`src/rtl/dmem_ctrl_pkg.sv`:
```
// Shared types and helpers for the data-memory port controller.
// Access sizes, FSM states, port identifiers and the alignment rule.
package dmem_ctrl_pkg;

  typedef enum logic [1:0] {
    SZ_BYTE = 2'b00,
    SZ_HALF = 2'b01,
    SZ_WORD = 2'b10,
    SZ_RSVD = 2'b11
  } size_e;

  typedef enum logic [2:0] {
    S_IDLE,
    S_RD_WAIT,
    S_RMW_RD,
    S_RMW_WR,
    S_ACK_ONLY
  } state_e;

  typedef enum logic {
    PORT_D  = 1'b0,
    PORT_IF = 1'b1
  } port_e;

  // True for any access that must complete with an error and no memory cycle.
  function automatic logic misaligned(input size_e size, input logic [1:0] lo);
    logic bad;
    case (size)
      SZ_BYTE: bad = 1'b0;
      SZ_HALF: bad = lo[0];
      SZ_WORD: bad = |lo;
      default: bad = 1'b1;
    endcase
    return bad;
  endfunction

endpackage

```
`src/rtl/dmem_port_ctrl_if.sv`:
```
// Core-side fetch and load/store handshake bundle of the data-memory controller.
// master = CPU core, slave = dmem_port_ctrl.
interface dmem_port_ctrl_if;
  logic        if_req;
  logic [31:0] if_addr;
  logic [31:0] if_rdata;
  logic        if_ack;

  logic        d_req;
  logic        d_we;
  logic [1:0]  d_size;
  logic        d_unsigned;
  logic [31:0] d_addr;
  logic [31:0] d_wdata;
  logic [31:0] d_rdata;
  logic        d_ack;
  logic        d_err;

  modport master (
    output if_req, if_addr, d_req, d_we, d_size, d_unsigned, d_addr, d_wdata,
    input  if_rdata, if_ack, d_rdata, d_ack, d_err
  );

  modport slave (
    input  if_req, if_addr, d_req, d_we, d_size, d_unsigned, d_addr, d_wdata,
    output if_rdata, if_ack, d_rdata, d_ack, d_err
  );
endinterface

```
`src/rtl/dmem_lane_align.sv`:
```
// Byte-lane steering: load extraction with sign/zero extension and
// sub-word store merging into a full memory word (little-endian lanes).
module dmem_lane_align
  import dmem_ctrl_pkg::*;
(
  input  logic [31:0] rd_word,
  input  logic [1:0]  lane,
  input  size_e       size,
  input  logic        zext,
  input  logic [31:0] wdata,
  output logic [31:0] ext_data,
  output logic [31:0] merged
);

  logic [7:0]  b;
  logic [15:0] h;

  always_comb begin
    b        = rd_word[{lane, 3'b000} +: 8];
    h        = rd_word[{lane[1], 4'b0000} +: 16];
    ext_data = rd_word;
    merged   = rd_word;
    case (size)
      SZ_BYTE: begin
        ext_data = {{24{~zext & b[7]}}, b};
        merged[{lane, 3'b000} +: 8] = wdata[7:0];
      end
      SZ_HALF: begin
        ext_data = {{16{~zext & h[15]}}, h};
        merged[{lane[1], 4'b0000} +: 16] = wdata[15:0];
      end
      SZ_WORD: merged = wdata;
      default: ;
    endcase
  end

endmodule

```
`src/rtl/dmem_port_ctrl.sv`:
```
// Shares one single-port word memory between instruction fetch and load/store,
// with round-robin arbitration and read-modify-write for sub-word stores.
module dmem_port_ctrl
  import dmem_ctrl_pkg::*;
#(
  parameter int unsigned MEM_AW        = 12,
  parameter bit          RESET_LAST_IF = 1'b1
) (
  input  logic              clk,
  input  logic              rst_n,
  dmem_port_ctrl_if.slave   cpu,
  output logic [MEM_AW-1:0] mem_addr,
  output logic              mem_re,
  output logic              mem_we,
  output logic [31:0]       mem_wdata,
  input  logic [31:0]       mem_rdata
);

  state_e            state, state_nx;
  port_e             sel_q, sel_nx;
  logic              last_if, last_if_nx;
  logic [MEM_AW-1:0] addr_q, addr_nx;

  logic              if_ack_nx, d_ack_nx, d_err_nx;
  logic [31:0]       if_rdata_nx, d_rdata_nx;

  logic              if_rq, d_rq, grant_if;
  logic              re_c, we_c;
  logic [MEM_AW-1:0] addr_c;
  logic [31:0]       wdata_c;

  size_e             dsize;
  logic [31:0]       ext_data, merged;
  logic              unused_addr_bits;

  assign dsize = size_e'(cpu.d_size);
  assign unused_addr_bits = ^{cpu.if_addr[31:MEM_AW+2], cpu.if_addr[1:0],
                              cpu.d_addr[31:MEM_AW+2]};

  dmem_lane_align u_align (
    .rd_word  (mem_rdata),
    .lane     (cpu.d_addr[1:0]),
    .size     (dsize),
    .zext     (cpu.d_unsigned),
    .wdata    (cpu.d_wdata),
    .ext_data (ext_data),
    .merged   (merged)
  );

  // A port acking this cycle is masked so it cannot be regranted back-to-back.
  assign if_rq = cpu.if_req & ~cpu.if_ack;
  assign d_rq  = cpu.d_req  & ~cpu.d_ack;

  always_comb begin
    state_nx    = state;
    sel_nx      = sel_q;
    last_if_nx  = last_if;
    addr_nx     = addr_q;
    if_ack_nx   = 1'b0;
    d_ack_nx    = 1'b0;
    d_err_nx    = 1'b0;
    if_rdata_nx = cpu.if_rdata;
    d_rdata_nx  = cpu.d_rdata;
    addr_c      = addr_q;
    re_c        = 1'b0;
    we_c        = 1'b0;
    wdata_c     = merged;
    grant_if    = 1'b0;

    case (state)
      S_IDLE: begin
        if (if_rq || d_rq) begin
          grant_if   = if_rq && (!d_rq || !last_if);
          last_if_nx = grant_if;
          if (grant_if) begin
            sel_nx   = PORT_IF;
            addr_c   = cpu.if_addr[MEM_AW+1:2];
            re_c     = 1'b1;
            state_nx = S_RD_WAIT;
          end else begin
            sel_nx = PORT_D;
            addr_c = cpu.d_addr[MEM_AW+1:2];
            // Acks are registered, so single-cycle completions raise them here.
            if (misaligned(dsize, cpu.d_addr[1:0])) begin
              d_ack_nx = 1'b1;
              d_err_nx = 1'b1;
              state_nx = S_ACK_ONLY;
            end else if (!cpu.d_we) begin
              re_c     = 1'b1;
              state_nx = S_RD_WAIT;
            end else if (dsize == SZ_WORD) begin
              we_c     = 1'b1;
              wdata_c  = cpu.d_wdata;
              d_ack_nx = 1'b1;
              state_nx = S_ACK_ONLY;
            end else begin
              re_c     = 1'b1;
              state_nx = S_RMW_RD;
            end
          end
          addr_nx = addr_c;
        end
      end
      S_RD_WAIT: begin
        if (sel_q == PORT_IF) begin
          if_rdata_nx = mem_rdata;
          if_ack_nx   = 1'b1;
        end else begin
          d_rdata_nx = ext_data;
          d_ack_nx   = 1'b1;
        end
        state_nx = S_IDLE;
      end
      S_RMW_RD: begin
        we_c     = 1'b1;
        wdata_c  = merged;
        d_ack_nx = 1'b1;
        state_nx = S_RMW_WR;
      end
      S_RMW_WR, S_ACK_ONLY: state_nx = S_IDLE;
      default:              state_nx = S_IDLE;
    endcase
  end

  // Strobes are gated so a held request cannot touch memory during reset.
  assign mem_addr  = addr_c;
  assign mem_re    = re_c & rst_n;
  assign mem_we    = we_c & rst_n;
  assign mem_wdata = wdata_c;

  always_ff @(posedge clk or negedge rst_n) begin
    if (!rst_n) begin
      state        <= S_IDLE;
      sel_q        <= PORT_D;
      last_if      <= RESET_LAST_IF;
      addr_q       <= '0;
      cpu.if_ack   <= 1'b0;
      cpu.d_ack    <= 1'b0;
      cpu.d_err    <= 1'b0;
      cpu.if_rdata <= '0;
      cpu.d_rdata  <= '0;
    end else begin
      state        <= state_nx;
      sel_q        <= sel_nx;
      last_if      <= last_if_nx;
      addr_q       <= addr_nx;
      cpu.if_ack   <= if_ack_nx;
      cpu.d_ack    <= d_ack_nx;
      cpu.d_err    <= d_err_nx;
      cpu.if_rdata <= if_rdata_nx;
      cpu.d_rdata  <= d_rdata_nx;
    end
  end

endmodule

```
`src/flat_wrapper.sv`:
```
// flat-port wrapper written by rule: the top's interface ports become plain ports
module dmem_port_ctrl_flat import dmem_ctrl_pkg::*;
#(
  parameter int unsigned MEM_AW        = 12,
  parameter bit          RESET_LAST_IF = 1'b1
)
  (clk, rst_n, mem_addr, mem_re, mem_we, mem_wdata, mem_rdata, cpu_if_req, cpu_if_addr, cpu_d_req, cpu_d_we, cpu_d_size, cpu_d_unsigned, cpu_d_addr, cpu_d_wdata, cpu_if_rdata, cpu_if_ack, cpu_d_rdata, cpu_d_ack, cpu_d_err);
  dmem_port_ctrl_if cpu_i ();
  input  logic clk;
  input  logic rst_n;
  output logic [MEM_AW-1:0] mem_addr;
  output logic mem_re;
  output logic mem_we;
  output logic [31:0] mem_wdata;
  input  logic [31:0] mem_rdata;
  input wire logic [$bits(cpu_i.if_req)-1:0] cpu_if_req;
  input wire logic [$bits(cpu_i.if_addr)-1:0] cpu_if_addr;
  input wire logic [$bits(cpu_i.d_req)-1:0] cpu_d_req;
  input wire logic [$bits(cpu_i.d_we)-1:0] cpu_d_we;
  input wire logic [$bits(cpu_i.d_size)-1:0] cpu_d_size;
  input wire logic [$bits(cpu_i.d_unsigned)-1:0] cpu_d_unsigned;
  input wire logic [$bits(cpu_i.d_addr)-1:0] cpu_d_addr;
  input wire logic [$bits(cpu_i.d_wdata)-1:0] cpu_d_wdata;
  output wire logic [$bits(cpu_i.if_rdata)-1:0] cpu_if_rdata;
  output wire logic [$bits(cpu_i.if_ack)-1:0] cpu_if_ack;
  output wire logic [$bits(cpu_i.d_rdata)-1:0] cpu_d_rdata;
  output wire logic [$bits(cpu_i.d_ack)-1:0] cpu_d_ack;
  output wire logic [$bits(cpu_i.d_err)-1:0] cpu_d_err;
  assign cpu_i.if_req = cpu_if_req;
  assign cpu_i.if_addr = cpu_if_addr;
  assign cpu_i.d_req = cpu_d_req;
  assign cpu_i.d_we = cpu_d_we;
  assign cpu_i.d_size = cpu_d_size;
  assign cpu_i.d_unsigned = cpu_d_unsigned;
  assign cpu_i.d_addr = cpu_d_addr;
  assign cpu_i.d_wdata = cpu_d_wdata;
  assign cpu_if_rdata = cpu_i.if_rdata;
  assign cpu_if_ack = cpu_i.if_ack;
  assign cpu_d_rdata = cpu_i.d_rdata;
  assign cpu_d_ack = cpu_i.d_ack;
  assign cpu_d_err = cpu_i.d_err;
  dmem_port_ctrl #(.MEM_AW(MEM_AW), .RESET_LAST_IF(RESET_LAST_IF)) u_core (.clk(clk), .rst_n(rst_n), .cpu(cpu_i), .mem_addr(mem_addr), .mem_re(mem_re), .mem_we(mem_we), .mem_wdata(mem_wdata), .mem_rdata(mem_rdata));
endmodule
```
`config.mk`:
```
export PLATFORM = sky130hd
export DESIGN_NAME = dmem_port_ctrl_flat
export DESIGN_NICKNAME = d
export VERILOG_FILES = /design/src/rtl/dmem_ctrl_pkg.sv /design/src/rtl/dmem_port_ctrl_if.sv /design/src/rtl/dmem_lane_align.sv /design/src/rtl/dmem_port_ctrl.sv /design/src/flat_wrapper.sv
export SDC_FILE = /design/constraint.sdc
export NUM_CORES = 1
export LEC_CHECK = 0
export BUFFER_PORTS_ARGS = -buffer_cell sky130_fd_sc_hd__buf_2
export CAP_MARGIN = 20
export CORE_UTILIZATION = 45
export CTS_CLUSTER_SIZE = 20
export DETAILED_ROUTE_END_ITERATION = 16
export HOLD_SLACK_MARGIN = 0.06
export PLACE_DENSITY = 0.88
export SLEW_MARGIN = 40
export SYNTH_ARGS = -nofsm -noshare
export SYNTH_HDL_FRONTEND = slang
export SYNTH_SLANG_ARGS = --single-unit
```
`constraint.sdc`:
```
create_clock -name clk -period 2.4 [get_ports clk]
set_input_delay 0.48 -clock clk [delete_from_list [all_inputs] [get_ports clk]]
set_output_delay 0.48 -clock clk [all_outputs]
set_load 0.01 [all_outputs]
```
==> results_dict.tcl, run 1 <==
set metrics [dict create \
    status "complete, but fails checks" \
    violations "negative setup slack" \
    clk_pin_slew_ns 0.08 \
    fmax_mhz 417 \
    grt_max_degree 56 \
    hold_path.class "in2reg" \
    finalPower_w 0.00660 \
    synth_ff_type "dfrtp_1" \
    vias_per_cell 5.73 \
    die-height_um 103 \
    ant_nets 0 \
    hpwl_um 12500 \
    h-tree-depth 3 \
    die-area_um2 10700 \
    ys_warn_count 0 \
    worst_setup_path_end_kind "output pin" \
    maxSlewViolCount 0 \
    hold_depth 2 \
    fin_util_pct 66.3 \
    drt_pre_antenna_iters 7 \
    numCtsBuffers 9 \
    synth_area_leaders "dfrtp_1 (45%), mux2_2 (9.7%), nand2_1 (5.2%), a222oi_1 (5.0%), mux2i_1 (4.5%)" \
    clk_latency_ns 0.36 \
    initial_core_util_pct 46.9 \
    vias 4808 \
    crit_required_ns 1.92 \
    power.density_nw_per_um2 1010 \
    synthMostInstantiatedCell "dfrtp_1" \
    avgSynthCellArea_um2 10.0 \
    drt-wirelength-per-cell_um 19.7 \
    use_met1_pct 39.7 \
    reg2reg_from "u_core.state[2]$_DFFE_PN0P_" \
    drcViolationCount 0 \
    cts-root-buf "clkbuf_8" \
    p_leak_nw 3.35 \
    fp-row-count 36 \
    busiest_layer "met2" \
    yosys-top-cells-count "dfrtp_1 (83), nand2_1 (64), o21ai_0 (41), mux2_2 (40), nand3_1 (32)" \
    setup_ws_ns -0.000812 \
    stdcell_count 839 \
    grtUsageMet3_pct 5.98 \
    crit_buf_inv 4 \
    start_kind "input port" \
    critical_path.max_stage_delay_ns 0.28 \
    synth_edf_count 0 \
    grt_overflow 0 \
    clkSinkCount 84 \
    cp_slowest_cell "or2_4" \
    synth-seq-cells 84 \
    async_flop_share_pct 100 \
    crit_chain "buf_8, buf_6, nor3b_4, or2_4, buf_4, a31o_4, a22o_1, buf_2" \
    syn-num-nets 602 \
    die_x_um 103 \
    layout.nets 842 \
    syn_inst 461 \
    ir_drop_mv 0.546 \
    reg2reg_depth 3 \
    grtUsageTotal_pct 30.6 \
    netlist.area_leader.share_pct 44.9 \
    ys_types 51 \
    gp_congestion 0.999 \
    placed_area_um2 6100 \
    worst_ep_arrival_time_ns 1.92 \
    cp_max_fo 8 \
    min-delay-start "mem_rdata[4]" \
    pin_count 249 \
    portBuffers 210 \
    yosysSeqAreaShare_pct 45.5 \
    drive_gt1_share_pct 49.6 \
    drt_iter0_markers 344 \
    wl_um 16500 \
    hold_violations 0 \
    synth_top_area_cell "dfrtp_1" \
    skew_ns 0.0101 \
    cpLargestDelayFamily "compound AO/OA/AOI/OAI gates" \
    met2_usage_pct 50.4 \
    cts_tree "built" \
    syn_area_um2 4620 \
    post-route-cell-area_um2 6540 \
    syn_to_final_growth_pct 41.5 \
    cap_viol_max_count 0 \
    worst_slew_margin_rel_pct 47.9 \
    place_inst 817 \
    clockBufferDepth 2 \
    finalCriticalPeriod_ns 2.40 \
    grt_pass1_wl_um 24200 \
    worstSetupPathType "in2out" \
    crit_start "cpu_d_size[0]" \
    grt_pass1_vias 4568 \
    rsz0062_at_grt "true" \
    antenna_found_initial 1 \
    fin_hold_ws_ns 0.406 \
    cp.depth 8 \
    coreArea_um2 9860 \
    period_share_pct 100 \
    tightest_slew_ns 0.779 \
    setup_viol 1 \
]
state kept, by name, indices dropped and copies added, names as in the netlist:
name and flops:
u_core.state 3, u_core.addr_q 12, u_core.cpu.d_ack 1, u_core.sel_q 1
u_core.cpu.if_ack 1, u_core.cpu.if_rdata 32, u_core.cpu.d_err 1, u_core.cpu.d_rdata 32
u_core.last_if 1
timing repair:
| item | 4_1_cts | 5_1_grt |
|---|---|---|
| gates resized for setup | 13 | 43 |
| endpoints found under the setup margin | 43 | 44 |
| setup buffers | 2 | 3 |
| endpoints found under the hold margin | 1 | 0 |
| pin swaps | 4 | 10 |
| hold buffers | 1 | 0 |
cell type report:
cell class | instances | area (um^2)
Fill cell | 798 | 3320
Multi-Input combinational cell | 322 | 2460
Sequential cell | 84 | 2100
Timing Repair Buffer | 262 | 1530
Tap cell | 133 | 166
Clock buffer | 11 | 151
Inverter | 22 | 85.1
Clock inverter | 4 | 48.8
Antenna cell | 1 | 2.50
report_power, final:
group	internal [W]	total, W	switching [W]
Sequential	0.00210	0.00245	0.000349
Combinational	0.00142	0.00312	0.00170
Clock	0.000531	0.00103	0.000499
cell usage in the layout (no fill, tap or decap), drive strengths merged, types with 4 or more instances in the layout:
cell	netlist	layout
o21ai	44	44
clkbuf	17	12
and3	4	4
a222oi	23	23
mux2	41	41
mux2i	21	21
nor3	4	4
dfrtp	83	83
a21oi	11	11
nand2	64	64
a22oi	8	8
nand3	32	32
inv	22	22
buf	16	260
o211ai	4	4
nor3b	4	4
ha	5	5
a22o	8	8
o221ai	7	7
nor2	6	6
nor2b	13	13
per-layer routing:
metal  share of wire [%]  vias to the layer above
met5                   0                        -
met2                  49                      290
met4                 3.4                        0
met3                 8.7                       43
li1                    -                     2195
met1                  39                     2280
stage by stage:
stage / setup TNS [ns] / setup slack [ns]
floorplan: 0 / 0.134
global placement: -1.82 / -0.165
detailed placement: -2.31 / -0.158
CTS: -0.0733 / -0.0305
global route: -0.0882 / -0.0382
finish: -0.000812 / -0.000812
cell families after synthesis:
family	after synthesis	share of synthesized area, %
buf+inv	55	5.11
mux	62	14.6
simple gates	136	14.7
compound gates	119	18.7
flops	84	45.5
fa+ha+maj	5	1.35
worst paths after layout:
check	end	slack (ns)
worst min register to register	u_core.cpu.d_rdata[5]$_DFFE_PN0P_	0.48
min in group asynchronous	u_core.cpu.d_rdata[30]$_DFFE_PN0P_	0.62
max in group asynchronous	u_core.cpu.d_rdata[6]$_DFFE_PN0P_	0.76
worst max-delay path	mem_wdata[1]	-0.0008
worst min-delay path	u_core.cpu.if_rdata[4]$_DFFE_PN0P_	0.41
worst max register to register	u_core.cpu.d_rdata[12]$_DFFE_PN0P_	0.46
(Power assumes the default switching activity.)
==> inputs of run 2 (changes only) <==
Settings changed: CORE_UTILIZATION 45 to 49, PLACE_DENSITY 0.88 to 0.89, SYNTH_HIERARCHICAL from default to 1.
==> run 2 against run 1 <==
The run still ends with negative setup slack left. Hold slack improved by 0.0090 ns. Fmax decreased by 12%. Sequential share of layout area decreased by 7.1 points. Sequential power about the same. Non-clock buffer count increased by 20. Critical path type unchanged. Largest power group unchanged.
==> results_dict.tcl, run 2 <==
set metrics [dict create \
    status "complete, but fails checks" \
    violations "negative setup slack" \
    netlist.area_leader.share_pct 34.8 \
    die-area_um2 12600 \
    power.density_nw_per_um2 921 \
    synth_ff_type "dfrtp_1" \
    reg.largest.list "u_core/cpu.d_rdata x32, u_core/cpu.if_rdata x32, u_core/addr_q x12" \
    h-tree-depth 3 \
    rsz0062_at_grt "true" \
    cts-root-buf "clkbuf_16" \
    die_x_um 112 \
    grt_max_degree 83 \
    ant_nets 0 \
    portBuffers 210 \
    maxSlewViolCount 0 \
    ys_types 64 \
    start_kind "input port" \
    numCtsBuffers 9 \
    place_inst 929 \
    worstSetupPathType "in2out" \
    vias 6389 \
    coreArea_um2 11700 \
    finalCriticalPeriod_ns 2.74 \
    grtUsageTotal_pct 31.3 \
    synth_top_family_by_area "multiplexers" \
    p_leak_nw 3.98 \
    final_cell_mix "buf_2 (175), mux2_2 (87), dfrtp_1 (83)" \
    synth-seq-cells 84 \
    finalPower_w 0.00773 \
    initial_core_util_pct 51.2 \
    wl_um 22000 \
    cp_max_fo 9 \
    yosys-top-cells-count "mux2_2 (118), dfrtp_1 (83), a21oi_1 (41), a22o_1 (39), buf_2 (27)" \
    cts_tree "built" \
    syn_area_um2 5970 \
    syn-num-nets 702 \
    drt_iter0_markers 974 \
    die-height_um 112 \
    synth_area_leaders "dfrtp_1 (35%), mux2_2 (22%), a22o_1 (5.7%), a21oi_1 (3.4%), a22oi_1 (3.0%)" \
    async_flop_share_pct 100 \
    grt_pass1_vias 5737 \
    clk_pin_slew_ns 0.06 \
    clkSinkCount 84 \
    worst_slew_margin_rel_pct 57.9 \
    regToRegSetupSlack_ns 0.55 \
    synth-compound-area-share_pct 23.1 \
    synth_top_area_cell "dfrtp_1" \
    worst_ep_arrival_time_ns 2.26 \
    drive_gt1_share_pct 56.2 \
    avgSynthCellArea_um2 10.6 \
    synth_edf_count 0 \
    crit_required_ns 1.92 \
    hold_path.class "in2reg" \
    fin_util_pct 71.9 \
    grt_pass1_wl_um 30500 \
    cap_viol_max_count 0 \
    drt-wirelength-per-cell_um 23.0 \
    synth-xor-area-share_pct 0 \
    ys_warn_count 6 \
    antenna_found_initial 1 \
    stdcell_count 955 \
    skew_ns 0.00885 \
    yosys.area_share.simple_pct 11.2 \
    yosysSeqAreaShare_pct 35.2 \
    fill_cells 780 \
    synthAdderAreaFrac_pct 1.05 \
    synthMostInstantiatedCell "mux2_2" \
    setup_viol 32 \
    tightest_slew_ns 0.631 \
    pin_count 249 \
    vias_per_cell 6.69 \
    gp_congestion 0.927 \
    clk_latency_ns 0.34 \
    hold_violations 0 \
    grt_overflow 0 \
    worst_setup_path_end_kind "output pin" \
    syn_inst 561 \
    ir_drop_mv 0.747 \
    drt_pre_antenna_iters 8 \
    layout.nets 947 \
    hpwl_um 14200 \
    period_share_pct 114 \
    fp-row-count 39 \
    layout_commonest_cell "buf_2" \
    fmax_mhz 365 \
    syn_to_final_growth_pct 40.5 \
    drcViolationCount 0 \
    setup_ws_ns -0.343 \
    clockBufferDepth 2 \
    synthMuxAreaShare_pct 24.0 \
]
run 2: layer usage:
| metal | GRT usage (%) | part of all wire [%] | wire (um) | vias to the layer above |
|---|---|---|---|---|
| met3 | 7.02 | 11 | 2360 | 157 |
| met5 | 0 | 0 | 0 | - |
| met4 | 16.5 | 5.9 | 1300 | 0 |
| met1 | 39.2 | 37 | 8180 | 3018 |
| met2 | 50.8 | 46 | 10200 | 538 |
| li1 | - | - | - | 2676 |
run 2: final cells by class:
type	count	area, um^2	share of cell area, %
sequential	84	2100	25.1
clock inverter	6	87.6	1.04
inverter	12	52.6	0.626
clock buffer	10	229	2.73
tap	143	179	2.13
timing repair buffer	282	1970	23.5
multi-input combinational	417	3760	44.8
antenna	1	2.50	0.0298
run 2: path summary, 6_finish.rpt:
kind | startpoint | endpoint | depth (start not counted)
worst max-delay path | cpu_d_addr[0] | mem_wdata[22] | 9
max in group asynchronous | rst_n | u_core/last_if$_DFFE_PN1P_ | 3
worst max register to register | u_core/state[2]$_DFFE_PN0P_ | u_core/cpu.if_rdata[10]$_DFFE_PN0P_ | 4
worst min-delay path | mem_rdata[1] | u_core/cpu.if_rdata[1]$_DFFE_PN0P_ | 2
worst min register to register | u_core/cpu.d_rdata[17]$_DFFE_PN0P_ | u_core/cpu.d_rdata[17]$_DFFE_PN0P_ | 1
min in group asynchronous | rst_n | u_core/cpu.d_ack$_DFF_PN0_ | 2
run 2: metrics by stage:
stage	worst slack (ns)	hold slack (ns)	instance area [um^2]	setup TNS [ns]
6_report	-0.343	0.415	8390	-4.65
3_3_place_gp	-0.177	0.311	7530	-3.91
3_5_place_dp	-0.168	0.312	7530	-4.74
2_1_floorplan	-0.0917	0.184	6050	-0.496
4_1_cts	-0.149	0.396	7980	-3.89
5_1_grt	-0.373	0.426	8390	-6.62
run 2: cells by family after synthesis:
family,count (synthesis)
AOI/OAI and AO/OA,181
adders and majority gates,5
and+or+nand+nor,103
muxes,128
buffers and inverters,60
DFF,84
run 2: critical path, cell delays in order:
cell      delay [ns]
buf_2           0.13
inv_2           0.07
ha_4            0.28
nor3b_4         0.20
buf_4           0.22
a41oi_1         0.15
o221ai_1        0.35
mux2_4          0.26
buf_6           0.11
run 2: repair_timing:
| item | CTS | global route |
|---|---|---|
| hold buffers | 1 | 0 |
| gates resized for setup | 25 | 66 |
| cloned | 1 | 4 |
| buffers inserted | 0 | 3 |
| pin swaps | 2 | 3 |
| hold endpoints to repair | 2 | 0 |
| setup endpoints to repair | 33 | 44 |
run 2: power by group:
part / switching, W / total [W] / internal (W)
clock: 0.000580 / 0.00149 / 0.000914
sequential: 0.000353 / 0.00246 / 0.00210
combinational: 0.00186 / 0.00378 / 0.00192
total: 0.00280 / 0.00773 / 0.00493
